<file path="src/rtl/io_debounce_scheduler_if.sv">
// Board-input bundle for io_debounce_scheduler: enable and raw inputs in,
// debounced levels, edge pulses and scan-wrap strobe out.
interface io_debounce_scheduler_if #(
  parameter int p_CHANNELS = 4
);
  logic                  iw_enable;
  logic [p_CHANNELS-1:0] iwv_input;
  logic [p_CHANNELS-1:0] owv_state;
  logic [p_CHANNELS-1:0] owv_rise;
  logic [p_CHANNELS-1:0] owv_fall;
  logic                  ow_scan_wrap;

  modport master (
    output iw_enable, iwv_input,
    input  owv_state, owv_rise, owv_fall, ow_scan_wrap
  );

  modport slave (
    input  iw_enable, iwv_input,
    output owv_state, owv_rise, owv_fall, ow_scan_wrap
  );
endinterface

</file>
<file path="src/rtl/io_debounce_scheduler.sv">
// Synchronises raw inputs and debounces them with one shared evaluator scanned round-robin.
// Flip latency p_SYNC_DEPTH + slot wait + (p_STABLE_TICKS-1)*p_CHANNELS*p_SCAN_DIV; no backpressure, iw_enable freezes scanning.
module io_debounce_scheduler #(
  parameter int       p_CHANNELS     = 4,
  parameter int       p_SYNC_DEPTH   = 2,
  parameter int       p_SCAN_DIV     = 16,
  parameter int       p_STABLE_TICKS = 8,
  parameter bit [0:0] p_INIT_VALUE   = 1'b0
) (
  input logic                    iw_clk,
  input logic                    iw_rst_n,
  io_debounce_scheduler_if.slave bus
);
  localparam int CW = $clog2(p_STABLE_TICKS + 1);
  localparam int PW = (p_SCAN_DIV > 1) ? $clog2(p_SCAN_DIV) : 1;
  localparam int IW = (p_CHANNELS > 1) ? $clog2(p_CHANNELS) : 1;

  typedef enum logic {ST_IDLE = 1'b0, ST_SCAN = 1'b1} state_t;

  state_t                state_q, state_d;
  logic [PW-1:0]         presc_q, presc_d;
  logic [IW-1:0]         ptr_q, ptr_d;
  logic [CW-1:0]         cnt_q [p_CHANNELS];
  logic [CW-1:0]         cnt_d [p_CHANNELS];
  logic [p_CHANNELS-1:0] level_q, level_d;
  logic [p_CHANNELS-1:0] rise_q, rise_d;
  logic [p_CHANNELS-1:0] fall_q, fall_d;
  logic                  wrap_q, wrap_d;

  // The sync chain is deliberately left out of reset so it keeps tracking the pins.
  logic [p_SYNC_DEPTH-1:0][p_CHANNELS-1:0] sync_q, sync_d;
  logic [p_CHANNELS-1:0]                   synced;

  logic          tick;
  logic          sel_sync;
  logic          sel_level;
  logic [CW-1:0] sel_cnt;

  assign sync_d = {sync_q[p_SYNC_DEPTH-2:0], bus.iwv_input};
  assign synced = sync_q[p_SYNC_DEPTH-1];

  always_ff @(posedge iw_clk) begin
    sync_q <= sync_d;
  end

  always_comb begin
    state_d   = state_q;
    presc_d   = presc_q;
    ptr_d     = ptr_q;
    cnt_d     = cnt_q;
    level_d   = level_q;
    rise_d    = '0;
    fall_d    = '0;
    wrap_d    = 1'b0;
    tick      = 1'b0;
    sel_sync  = synced[ptr_q];
    sel_level = level_q[ptr_q];
    sel_cnt   = cnt_q[ptr_q];

    case (state_q)
      ST_IDLE: begin
        if (bus.iw_enable) state_d = ST_SCAN;
      end
      ST_SCAN: begin
        if (!bus.iw_enable) begin
          state_d = ST_IDLE;
        end else begin
          tick    = (presc_q == PW'(p_SCAN_DIV - 1));
          presc_d = tick ? '0 : presc_q + 1'b1;
        end
      end
      default: state_d = ST_IDLE;
    endcase

    // Only the channel under the pointer is touched, through one shared compare/increment.
    if (tick) begin
      if (sel_sync == sel_level) begin
        cnt_d[ptr_q] = '0;
      end else if (sel_cnt == CW'(p_STABLE_TICKS - 1)) begin
        level_d[ptr_q] = sel_sync;
        cnt_d[ptr_q]   = '0;
        rise_d[ptr_q]  = sel_sync;
        fall_d[ptr_q]  = ~sel_sync;
      end else begin
        cnt_d[ptr_q] = sel_cnt + 1'b1;
      end
      wrap_d = (ptr_q == IW'(p_CHANNELS - 1));
      ptr_d  = wrap_d ? '0 : ptr_q + 1'b1;
    end
  end

  always_ff @(posedge iw_clk or negedge iw_rst_n) begin
    if (!iw_rst_n) begin
      state_q <= ST_SCAN;
      presc_q <= '0;
      ptr_q   <= '0;
      cnt_q   <= '{default: '0};
      level_q <= {p_CHANNELS{p_INIT_VALUE[0]}};
      rise_q  <= '0;
      fall_q  <= '0;
      wrap_q  <= 1'b0;
    end else begin
      state_q <= state_d;
      presc_q <= presc_d;
      ptr_q   <= ptr_d;
      cnt_q   <= cnt_d;
      level_q <= level_d;
      rise_q  <= rise_d;
      fall_q  <= fall_d;
      wrap_q  <= wrap_d;
    end
  end

  assign bus.owv_state    = level_q;
  assign bus.owv_rise     = rise_q;
  assign bus.owv_fall     = fall_q;
  assign bus.ow_scan_wrap = wrap_q;
endmodule

</file>
<file path="src/flat_wrapper.sv">
// flat-port wrapper written by rule: the top's interface ports become plain ports
module io_debounce_scheduler_flat 
#(
  parameter int       p_CHANNELS     = 4,
  parameter int       p_SYNC_DEPTH   = 2,
  parameter int       p_SCAN_DIV     = 16,
  parameter int       p_STABLE_TICKS = 8,
  parameter bit [0:0] p_INIT_VALUE   = 1'b0
)
  (iw_clk, iw_rst_n, bus_iw_enable, bus_iwv_input, bus_owv_state, bus_owv_rise, bus_owv_fall, bus_ow_scan_wrap);
  io_debounce_scheduler_if #(.p_CHANNELS(p_CHANNELS)) bus_i ();
  input logic iw_clk;
  input logic iw_rst_n;
  input wire logic [$bits(bus_i.iw_enable)-1:0] bus_iw_enable;
  input wire logic [$bits(bus_i.iwv_input)-1:0] bus_iwv_input;
  output wire logic [$bits(bus_i.owv_state)-1:0] bus_owv_state;
  output wire logic [$bits(bus_i.owv_rise)-1:0] bus_owv_rise;
  output wire logic [$bits(bus_i.owv_fall)-1:0] bus_owv_fall;
  output wire logic [$bits(bus_i.ow_scan_wrap)-1:0] bus_ow_scan_wrap;
  assign bus_i.iw_enable = bus_iw_enable;
  assign bus_i.iwv_input = bus_iwv_input;
  assign bus_owv_state = bus_i.owv_state;
  assign bus_owv_rise = bus_i.owv_rise;
  assign bus_owv_fall = bus_i.owv_fall;
  assign bus_ow_scan_wrap = bus_i.ow_scan_wrap;
  io_debounce_scheduler #(.p_CHANNELS(p_CHANNELS), .p_SYNC_DEPTH(p_SYNC_DEPTH), .p_SCAN_DIV(p_SCAN_DIV), .p_STABLE_TICKS(p_STABLE_TICKS), .p_INIT_VALUE(p_INIT_VALUE)) u_core (.iw_clk(iw_clk), .iw_rst_n(iw_rst_n), .bus(bus_i));
endmodule
</file>
<file path="config.mk">
export PLATFORM = sky130hd
export DESIGN_NAME = io_debounce_scheduler_flat
export DESIGN_NICKNAME = d
export VERILOG_FILES = /design/src/rtl/io_debounce_scheduler_if.sv /design/src/rtl/io_debounce_scheduler.sv /design/src/flat_wrapper.sv
export SDC_FILE = /design/constraint.sdc
export NUM_CORES = 1
export LEC_CHECK = 0
export CAP_MARGIN = 15
export CORE_MARGIN = 2
export CORE_UTILIZATION = 55
export CTS_CLUSTER_DIAMETER = 120
export CTS_CLUSTER_SIZE = 28
export DETAILED_ROUTE_END_ITERATION = 10
export PLACE_DENSITY = 0.82
export SLEW_MARGIN = 10
export SYNTH_ARGS = -nofsm -noshare
export SYNTH_HDL_FRONTEND = slang
export SYNTH_SLANG_ARGS = --single-unit
</file>
<file path="constraint.sdc">
create_clock -name iw_clk -period 2.84 [get_ports iw_clk]
set_input_delay 0.568 -clock iw_clk [delete_from_list [all_inputs] [get_ports iw_clk]]
set_output_delay 0.568 -clock iw_clk [all_outputs]
set_load 0.005 [all_outputs]
</file>
==> impl_metrics.yaml, run 1 <==
synthesis:
  synth-simple-area-share_pct: 10.6
  synth_compound_area_share_pct: 7.07
  yosysTopAreaCell: "dfrtp_1"
  synth.distinct_cells: 33
  synth_nets: 158
  syn_inst: 145
  synth.mux.area_fraction_pct: 16.8
  ys.flop_type: "dfrtp_1"
  synthAdderAreaFrac_pct: 4.04
  synth.area.top_cells: "dfrtp_1 (47%), dfxtp_1 (8.6%), mux2_2 (7.9%)"
  ys_seq_area_share_pct: 57.1
  synth_top_family_by_area: "multiplexers"
  synth_xor_area_share_pct: 2.29
  syn_area_per_cell_um2: 12.8
  synth-edff-count: 0
  ys_async_sr_fraction_pct: 81.8
  ys_seq_elements: 44
  syn_area_um2: 1860
  synth_top_area_share_pct: 47.1
  synth-warning-count: 0
routing:
  detail-route-antenna-nets: 0
  dr.pass1.iters: 4
  wirelength_um: 3640
  drtIter0Drc: 127
  num_vias: 1280
  drcViolationCount: 0
  avgViaCountPerCell: 5.84
  wl_per_cell_um: 16.6
clocking:
  worstSkewPairLatency_ps: 350
  path_clk_slew_ps: 110
  cts-resized-gates: 0
  numCtsBuffers: 5
  cts_tree: "yes"
  cts_root_buffer: "clkbuf_4"
  cts_max_path_buffers: 2
  post-cts-setup-buffers: 0
  cts.sinks: 44
  holdBufCountCts: 0
  cts_max_level: 2
grt:
  globalRoute.totalOverflow: 0
  grt_pass1_vias: 1373
  track_usage_pct: 21.4
  grt_pass1_wl_um: 6420
  grt_max_degree: 37
  antenna_found_initial: 0
timing:
  period_share_pct: 91.3
  fin_crit_ps: 2590
  max_clock_freq_mhz: 386
  fin_setup_tns_ps: 0
  finalSetupViolations: 0
  max_slew.worst_pin.slew_ps: 516
  finClkSkew_ps: 18.0
  rsz0062_at_grt: "no"
  hold_viol_final: 0
  final_max_slew_viol_count: 0
  relSlewSlack_pct: 65.6
critical_path:
  reg2reg_from: "u_core.ptr_q[0]$_DFFE_PN0P_"
  cp.arrival_ps: 2870
  critical_path.max_stage_delay_ps: 680
  start_kind: "flop"
  r2r.worst_path.cells: 6
  rr_endpoint: "u_core.cnt_q[0]$_DFFE_PN0P_"
  slowest_stage: "dfrtp_1"
  path_cells: "mux4_2, ha_1, nand2_1, o22ai_1, a211oi_1, mux2_2"
  crit_path_end: "u_core.cnt_q[0]$_DFFE_PN0P_"
  r2r_setup_slack_ps: 250
  criticalPathCategory: "reg2reg"
  cpLargestDelayFamily: "multiplexers"
  crit_required_ps: 3120
  end_kind: "flop"
  worst-path-stages: 6
  critical_path_peak_fanout: 12
  path_buf_inv: 0
  startpoint: "u_core.ptr_q[0]$_DFFE_PN0P_"
placed_design:
  port_buffers: 19
  gp_congestion: 0.807
  placedCellCount: 211
  hpwl_um: 2660
outcome:
  status: "complete, no violations"
finish:
  fin_nets: 185
  final_common_cell: "dfrtp_1"
  syn_to_final_growth_pct: 16.8
  most-common-layout-cells: "dfrtp_1 (35), clkdlybuf4s50_1 (19), mux2_2 (13), nand2_1 (12), nor2_1 (10)"
  antennaDiodeCount: 0
  drive_above_1_share_pct: 17.3
  nFillCells: 252
  layoutNonFillerInstCount: 219
  multi_input_area_um2: 758
  layout.area.seq_um2: 1060
power_and_ir_drop:
  cellPowerDensity_nw_per_um2: 601
  report.power.total_uw: 1310
  ir_worst_vdd_v: 0.000349
  p_leak_uw: 0.000976
flow_run:
  maxCapViolations: 0
floorplan:
  rows: 21
  fp.dieArea_um2: 3860
  die_h_um: 62.1
  boundaryPins: 20
  die_w_um: 62.1
  start_util_pct: 56.6
  core_area_um2: 3280
hold_path:
  hp-class: "reg2reg"
cells in the mapped netlist, types with 3 or more instances:
master,instances
inv_1,4
mux2_2,13
ha_1,6
dfrtp_1,35
o21ai_0,9
mux4_1,3
nand2_1,12
nand3_1,8
nor4_1,4
nor2_1,10
mux4_2,3
o31ai_1,4
dfxtp_1,8
cell families after synthesis:
kind of cell / Yosys count
flip-flops: 44
AND/OR/NAND/NOR: 41
AO/OA/AOI/OAI: 21
multiplexers: 21
buffers and inverters: 8
adder cells (fa/ha/maj): 6
XOR/XNOR: 4
layer usage:
metal / vias to the layer above / track usage, % / part of all wire, %
met4: 0 / 7.22 / 1.7
met2: 57 / 39.3 / 54
met3: 12 / 5.25 / 6.1
met1: 634 / 24.5 / 38
met5: - / 0 / 0
li1: 577 / - / -
registers in the layout (all words and copies together), names as in the netlist:
register	cells
u_core.bus.owv_rise	4
u_core.bus.owv_state	4
u_core.presc_q	4
u_core.cnt_q	16
u_core.bus.owv_fall	4
u_core.ptr_q	2
u_core.state_q	1
u_core.synced	4
u_core.sync_d	4
u_core.bus.ow_scan_wrap	1
area by class of cell:
class,instances,share of cell area (%)
Clock buffer,7,2.07
Clock inverter,1,0.231
Inverter,4,0.692
Multi-Input combinational cell,93,34.9
Sequential cell,44,48.9
Tap cell,46,2.65
Timing Repair Buffer,24,10.5
metrics by stage:
step	area (um2)	utilization, %	hold slack [ps]	setup WS (ps)
after global routing	2170	66.1	354	22.6
after detailed placement	2120	64.6	314	285
after floorplan	1860	-	272	732
final	2170	66.1	337	247
after CTS	2170	66.1	342	251
after global placement	2120	64.6	310	425
worst min path at each step:
stage / end / startpoint / depth (start not counted)
finish: u_core.synced[0]$_DFF_P_ / u_core.sync_d[4]$_DFF_P_ / 0
global route: u_core.synced[3]$_DFF_P_ / u_core.sync_d[7]$_DFF_P_ / 0
CTS: u_core.synced[0]$_DFF_P_ / u_core.sync_d[4]$_DFF_P_ / 0
detailed placement: u_core.synced[0]$_DFF_P_ / u_core.sync_d[4]$_DFF_P_ / 0
global placement: u_core.synced[3]$_DFF_P_ / u_core.sync_d[7]$_DFF_P_ / 0
floorplan: u_core.bus.ow_scan_wrap$_DFF_PN0_ / iw_rst_n / 0
power by group:
group / switching, uW / leakage [uW] / total, uW / internal, uW
combinational: 136 / 0.000396 / 263 / 127
clock: 181 / 0.0000293 / 278 / 96.7
sequential: 86.4 / 0.000551 / 764 / 678
worst register-to-register path, cell delays in order, from the launching register on:
cell and delay, ps:
dfrtp_1 680, mux4_2 620, ha_1 250, nand2_1 120
o22ai_1 140, a211oi_1 480, mux2_2 250
(Power assumes the default switching activity.)
==> run 2: changes to the inputs <==
==> constraint.sdc (replaced) <==
create_clock -name iw_clk -period 2.4 [get_ports iw_clk]
set_input_delay 0.48 -clock iw_clk [delete_from_list [all_inputs] [get_ports iw_clk]]
set_output_delay 0.48 -clock iw_clk [all_outputs]
set_load 0.005 [all_outputs]
==> run 2 against run 1 <==
Compared with the run above: final cell count up 4.6%; hold slack gained 4.0 ps; highest routed layer unchanged; cell area increased by 4.3%; utilization is 2.8 points higher; maximum frequency increased by 15%; via count increased by 0.16%; clock skew fell by 15 ps; die area unchanged; power up 27%; critical path depth did not move.
==> impl_metrics.yaml, run 2 (synthesized netlist as in run 1, its figures left out) <==
placed_design:
  hpwl_um: 2650
  port_buffers: 19
  gp_congestion: 0.909
  dpl_worst_slack_ps: 82.6
power_and_ir_drop:
  p_clk_share_pct: 22.6
  cellPowerDensity_nw_per_um2: 733
  p_sw_uw: 511
  ir_worst_vdd_v: 0.000554
  combPwrFrac_pct: 24.2
  swShare_pct: 30.8
  power_frac_seq_pct: 53.1
  p_leak_uw: 0.00103
  internal_power_uw: 1150
routing:
  num_vias: 1282
  drcViolationCount: 0
  avgViaCountPerCell: 5.60
  drtIter0Drc: 92
  dr.pass1.iters: 4
  detail-route-antenna-nets: 0
  wl_per_cell_um: 15.9
  wirelength_um: 3640
finish:
  drive_above_1_share_pct: 23.5
  fin_nets: 195
  layout.area.seq_um2: 1060
  largest-register: "u_core.cnt_q"
  nFillCells: 234
  antennaDiodeCount: 0
  largest_register_ff_count: 16
  syn_to_final_growth_pct: 21.7
  multi_input_area_um2: 758
  most-common-layout-cells: "dfrtp_1 (34), clkdlybuf4s50_1 (19), buf_4 (15), mux2_2 (13), nand2_1 (12)"
  final_common_cell: "dfrtp_1"
critical_path:
  end_kind: "flop"
  crit_required_ps: 2650
  rr_endpoint: "u_core.bus.owv_state[0]$_DFFE_PN0P_"
  cp.arrival_ps: 2510
  crit_path_end: "u_core.bus.owv_state[0]$_DFFE_PN0P_"
  criticalPathCategory: "reg2reg"
  critical_path_peak_fanout: 7
  r2r_setup_slack_ps: 140
  r2r.worst_path.cells: 6
  startpoint: "u_core.ptr_q[0]$_DFFE_PN0P_"
  start_kind: "flop"
  reg2reg_from: "u_core.ptr_q[0]$_DFFE_PN0P_"
grt:
  grt_pass1_vias: 1304
  globalRoute.totalOverflow: 0
  grt_pass1_wl_um: 6200
  grt_max_degree: 37
  antenna_found_initial: 0
  track_usage_pct: 21.1
timing:
  finClkSkew_ps: 2.83
  max_clock_freq_mhz: 443
  max_slew.worst_pin.slew_ps: 421
  fin_setup_tns_ps: 0
  final_max_slew_viol_count: 0
  hold_viol_final: 0
  relSlewSlack_pct: 71.6
  fin_crit_ps: 2260
  finalSetupViolations: 0
  rsz0062_at_grt: "no"
  period_share_pct: 94.1
  fin_ws_ps: 141
flow_run:
  maxCapViolations: 0
floorplan:
  boundaryPins: 20
  fp.dieArea_um2: 3860
  die_w_um: 62.1
  start_util_pct: 56.6
  die_h_um: 62.1
  rows: 21
  core_area_um2: 3280
outcome:
  status: "complete, no violations"
clocking:
  cts_max_level: 2
  worstSkewPairLatency_ps: 350
  cts.sinks: 44
  post-cts-setup-buffers: 0
  cts-resized-gates: 0
  path_clk_slew_ps: 120
  numCtsBuffers: 5
  cts_max_path_buffers: 2
  cts_tree: "yes"
  holdBufCountCts: 0
  cts_root_buffer: "clkbuf_4"
hold_path:
  hp-class: "reg2reg"
run 2: cell types whose count changed in the layout (fill, tap and decap cells not counted), sizes merged:
cell | previous run | this run
buf | 5 | 15
clkinvlp | 0 | 2
clkbuf | 7 | 6
clkinv | 1 | 0
run 2: power groups by stage:
stage          clock [uW]  combinational (uW)  sequential [uW]
4_1_cts               381                 400              877
3_5_place_dp            0                 397              890
6_report              376                 402              881
3_3_place_gp            0                 372              884
2_1_floorplan           0                 289              856
5_1_grt               431                 450              891
run 2: how the worst min path moves through the flow:
stage | slack (ps) | endpoint | startpoint | cells past startpoint
final | 340 | u_core.synced[2]$_DFF_P_ | u_core.sync_d[6]$_DFF_P_ | 0
after global routing | 340 | u_core.synced[2]$_DFF_P_ | u_core.sync_d[6]$_DFF_P_ | 0
after CTS | 340 | u_core.synced[2]$_DFF_P_ | u_core.sync_d[6]$_DFF_P_ | 0
after detailed placement | 310 | u_core.synced[1]$_DFF_P_ | u_core.sync_d[5]$_DFF_P_ | 0
after global placement | 310 | u_core.synced[3]$_DFF_P_ | u_core.sync_d[7]$_DFF_P_ | 0
after floorplan | 180 | u_core.bus.ow_scan_wrap$_DFF_PN0_ | iw_rst_n | 0
run 2: metal layers:
metal | track usage, % | wire [um] | vias to the layer above
li1 | - | - | 596
met5 | 0 | 0 | -
met4 | 6.39 | 33 | 0
met3 | 6.34 | 192 | 5
met1 | 25.3 | 1430 | 639
met2 | 36.8 | 1980 | 42
run 2: through the flow:
| stage | utilization (%) | std cells | instance area, um2 | total power, uW | hold slack, ps |
|---|---|---|---|---|---|
| after detailed placement | 66.9 | 221 | 2200 | 1290 | 314 |
| final | 68.9 | 229 | 2260 | 1660 | 341 |
| after CTS | 68.9 | 229 | 2260 | 1660 | 344 |
| after global routing | 68.9 | 229 | 2260 | 1770 | 345 |
| after global placement | 66.9 | 221 | 2200 | 1260 | 310 |
| after floorplan | - | 145 | 1860 | 1140 | 184 |
run 2: critical path: stages, from the launching register on:
cell and delay [ps]:
dfrtp_2 510, mux4_2 390, ha_1 190, nand2_1 100, o22a_1 280, nor4_1 330
mux2_2 370
run 2: final cells by class:
class                      instances  share of cell area, %
sequential                        44                   47.0
clock buffer                       6                   2.27
tap                               46                   2.54
clock inverter                     2                  0.663
timing repair buffer              34                   13.4
inverter                           4                  0.663
multi-input combinational         93                   33.5
==> run 3: changes to the inputs <==
--- a/config.mk
+++ b/config.mk
@@ -5,7 +5,6 @@
 export SDC_FILE = /design/constraint.sdc
 export NUM_CORES = 1
 export LEC_CHECK = 0
-export CAP_MARGIN = 15
 export CORE_MARGIN = 2
 export CORE_UTILIZATION = 55
 export CTS_CLUSTER_DIAMETER = 120
==> results of run 3 <==
The final DEF is identical to that of run 2; final timing and power are the same.
